<file path="src/rtl/edge_pulse_gen.sv">
`default_nettype none
// ============================================================================
// Module      : edge_pulse_gen
// Description : Synchronizes a raw asynchronous input, debounces it, and
//               emits one-cycle pulses on accepted rising/falling edges
//               together with the debounced level.
// Revision    : 1.0 - initial release
// ============================================================================
module edge_pulse_gen #(
    parameter int unsigned DEBOUNCE_CYCLES = 4
) (
    input  logic iClk,
    input  logic iReset,
    input  logic iSenal,
    input  logic iEn,
    output logic oFlancosP,
    output logic oFlancosN,
    output logic oFlancosX,
    output logic oNivel
);

    // Terminal count: the input must disagree with the accepted level for
    // this many consecutive cycles, counted from zero, before it is taken.
    localparam logic [7:0] C_CNT_MAX = 8'(DEBOUNCE_CYCLES - 1);

    logic       r_s1;
    logic       r_s2;
    logic       r_lvl;
    logic [7:0] r_cnt;
    logic       r_pulseP;
    logic       r_pulseN;

    logic       w_differs;
    logic       w_accept;
    logic [7:0] w_cntNext;
    logic       w_lvlNext;
    logic       w_pulsePNext;
    logic       w_pulseNNext;

    // Two-flop synchronizer; keeps sampling even while detection is disabled.
    always_ff @(posedge iClk or negedge iReset) begin
        if (!iReset) begin
            r_s1 <= 1'b0;
            r_s2 <= 1'b0;
        end else begin
            r_s1 <= iSenal;
            r_s2 <= r_s1;
        end
    end

    assign w_differs = r_s2 ^ r_lvl;
    // ">=" rather than "==" so a corrupted count can never run past the
    // terminal value and wrap.
    assign w_accept  = iEn & w_differs & (r_cnt >= C_CNT_MAX);

    // Debounce next-state: clear on agreement or disable, count while the
    // input disagrees, accept the new level when the count is exhausted.
    always_comb begin
        w_cntNext    = 8'd0;
        w_lvlNext    = r_lvl;
        w_pulsePNext = 1'b0;
        w_pulseNNext = 1'b0;
        if (iEn && w_differs) begin
            if (w_accept) begin
                w_cntNext    = 8'd0;
                w_lvlNext    = r_s2;
                w_pulsePNext = r_s2;
                w_pulseNNext = ~r_s2;
            end else begin
                w_cntNext = r_cnt + 8'd1;
            end
        end
    end

    // Debounce counter, accepted level and registered edge pulses.
    always_ff @(posedge iClk or negedge iReset) begin
        if (!iReset) begin
            r_cnt    <= 8'd0;
            r_lvl    <= 1'b0;
            r_pulseP <= 1'b0;
            r_pulseN <= 1'b0;
        end else begin
            r_cnt    <= w_cntNext;
            r_lvl    <= w_lvlNext;
            r_pulseP <= w_pulsePNext;
            r_pulseN <= w_pulseNNext;
        end
    end

    assign oFlancosP = r_pulseP;
    assign oFlancosN = r_pulseN;
    assign oFlancosX = r_pulseP | r_pulseN;
    assign oNivel    = r_lvl;

endmodule
`default_nettype wire

</file>
<file path="config.mk">
export PLATFORM = sky130hd
export DESIGN_NAME = edge_pulse_gen
export DESIGN_NICKNAME = d
export VERILOG_FILES = /design/src/rtl/edge_pulse_gen.sv
export SDC_FILE = /design/constraint.sdc
export NUM_CORES = 1
export LEC_CHECK = 0
export BUFFER_PORTS_ARGS = -buffer_cell sky130_fd_sc_hd__clkbuf_2
export CAP_MARGIN = 40
export CORE_AREA = 2 2 39 41
export DETAILED_ROUTE_END_ITERATION = 6
export DIE_AREA = 0 0 41 43
export GPL_TIMING_DRIVEN = 0
export PLACE_DENSITY = 0.49
export RECOVER_POWER = 50
export SYNTH_ARGS = -nofsm -noshare
export SYNTH_HDL_FRONTEND = slang
export SYNTH_SLANG_ARGS = --single-unit
export TNS_END_PERCENT = 100
</file>
<file path="constraint.sdc">
create_clock -name iClk -period 1.7 [get_ports iClk]
set_clock_uncertainty 0.2 [all_clocks]
set_input_delay 0.085 -clock iClk [delete_from_list [all_inputs] [get_ports iClk]]
set_output_delay 0.085 -clock iClk [all_outputs]
set_load 0.02 [all_outputs]
</file>
==> reports/metrics.cfg <==
[sta]
slew-limit-headroom_pct=57.0
finalSetupTns_ns=0
finalSetupViolations=0
maxClockFrequency_mhz=653
hold_violations=0
timing.hold.ws_ns=0.155
setup_repair_after_global_routing_missed_its_margin=no
worst_slew_pin_slew_ns=0.646
finalWorstPathRequiredPeriod_ns=1.53
final_critical_path_setup_slack_ns=0.169
fin_crit_sh_pct=90.0
slew_viol_final=0

[global_route]
grt_pass1_wl_um=1000
grt_use_total_pct=9.64
antenna_violations_before_repair=0
grt_remaining_overflow=0
pin_count_of_the_biggest_net_entering_global_routing=14
grt_pass1_vias=249

[drt]
dr.pass1.iters=2
detail_route.wirelength_um=557
remaining_drc_errors=0
postRouteAntennaNets=0
routed-via-count=249
routedWlPerCell_um=8.98
detail_route.vias_per_cell=4.02
drt-initial-drc-count=2

[yosys]
post-synth-top-area-cell=dfrtp_1
synthTopCellsByArea=dfrtp_1 76%, nor3b_1 3.5%, ha_1 2.9%
synth.avg_cell_area_um2=15.8
netlist.area_leader.share_pct=76.0
synth_cell_type_count=13
synth-warning-count=0
synth_seq_area_share_pct=76.0
synth_seq_cells=13
syn-instance-count=27
netlist_area_um2=428

[setup_path]
timing.critical_path.max_delay_family=flip-flops
critical_path_peak_fanout=3
criticalPathCategory=register to register
max_incr_delay_on_cp_ns=0.38
crit_chain=ha_1 -> nor3_2 -> a21bo_2 -> mux2_1
setup.worst_path.end_class=register
cp.buffers_inverters=0
setup.worst_path.start_class=register
timing.critical_path.required_ns=1.65
slowest_stage=dfrtp_1
cp_data_arrival_time_ns=1.48

[final_layout]
area.growth.synth_to_final_pct=31.3
layout.nets=52
post_route_cells_drive_above_1_share_pct=28.3
final_cell_mix=13 x dfrtp_1, 6 x clkbuf_2, 6 x conb_1, 3 x clkbuf_4, 3 x dlygate4sd3_1
num_antenna_cells=0
final_common_cell=dfrtp_1

[die]
start_util_pct=30.9
num_rows=14
fp.coreArea_mm2=0.00138
die-area_mm2=0.00176
die-height_um=43
floorplan.die.width_um=41
ios=8

[run]
drv_cap=0

[power_and_ir_drop]
totalPowerFinal_uw=552
leak_pwr_nw=0.274
power_density_mw_per_mm2=982
power.ir.vdd_worst_v=0.000457

[clocking]
tritoncts=done
clk-insertion-delay-late_ns=0.26
cts_setup_buffers=0
cts.reportedPaths.clkPinSlew_ns=0.07
root_buffer=clkbuf_4
cts_sinks=13
clock_buffer_count_from_cts=3
clk_path_buf_depth=2
clock_tree.htree_level_count=1

[placement]
place.port_buffers=7
globalplace.congestion=0.583
place_worst_setup_slack_ns=0.112
dpl.hpwl_um=464

[min_path]
type_of_the_worst_min_delay_path=input pin to async pin

[status]
run_status=completed

registers in the layout, indices dropped and copies added (netlist names):
name / cells
oFlancosN: 1
oFlancosP: 1
oNivel: 1
r_cnt: 8
r_s1: 1
r_s2: 1
metal layers:
layer	GRT usage (%)	up-vias	part of all wire, %
met3	4.71	2	6.1
met5	0	-	0
met1	8.28	119	35
met2	14.4	6	57
met4	10.0	0	1.8
li1	-	122	-
cell families after synthesis:
| kind of cell | share of synthesized area, % |
|---|---|
| XOR/XNOR | 2.05 |
| other | 0.876 |
| adder cells (fa/ha/maj) | 2.92 |
| AND/OR/NAND/NOR | 12.3 |
| multiplexers | 2.63 |
| AO/OA/AOI/OAI | 2.34 |
| flip-flops | 76.0 |
| buffers and inverters | 0.876 |
synth_stat cells:
cell and count:
a21bo_2 1, conb_1 1, dfrtp_1 13, ha_1 1, inv_1 1, mux2_1 1
nand4_1 1, nor2_1 2, nor3_1 1, nor3b_1 2, nor4_2 1, or2_2 1
xor2_1 1
per-stage QoR:
| step | std cells | cell area [um2] | utilization [%] |
|---|---|---|---|
| 3_5_place_dp | 55 | 502 | 36.3 |
| 6_report | 62 | 562 | 40.6 |
| 2_1_floorplan | 32 | 447 | - |
| 5_1_grt | 62 | 562 | 40.6 |
| 3_3_place_gp | 55 | 502 | 36.3 |
| 4_1_cts | 62 | 558 | 40.3 |
power breakdown:
group | switching (mW) | total [mW] | leakage [nW] | internal, mW
logic | 0.0246 | 0.0449 | 0.0995 | 0.0202
registers | 0.00898 | 0.333 | 0.160 | 0.324
clock network | 0.0832 | 0.174 | 0.0150 | 0.0906
area by class of cell:
class,instances,area [um2]
Fill cell,137,822
Tap cell,16,20.0
Inverter,1,3.75
Sequential cell,13,325
Timing Repair Buffer,10,63.8
Multi-Input combinational cell,18,123
Clock buffer,4,26.3
worst paths after layout:
path,cells after the start,slack [ns],endpoint,startpoint
worst max-delay path,4,0.17,oNivel,r_cnt[0]
worst min-delay path,2,0.15,oNivel,iReset
worst max register to register,4,0.17,oNivel,r_cnt[0]
worst min register to register,0,0.16,r_s2,r_s1
max in group asynchronous,2,0.74,oFlancosP,iReset
min in group iClk,0,0.16,r_s2,r_s1
what timing repair did:
action,in CTS,in global routing
gates resized for setup,0,1
endpoints found under the setup margin,0,1
endpoints found under the hold margin,17,0
hold buffers,3,0
Power figures use the tool's default switching activity.
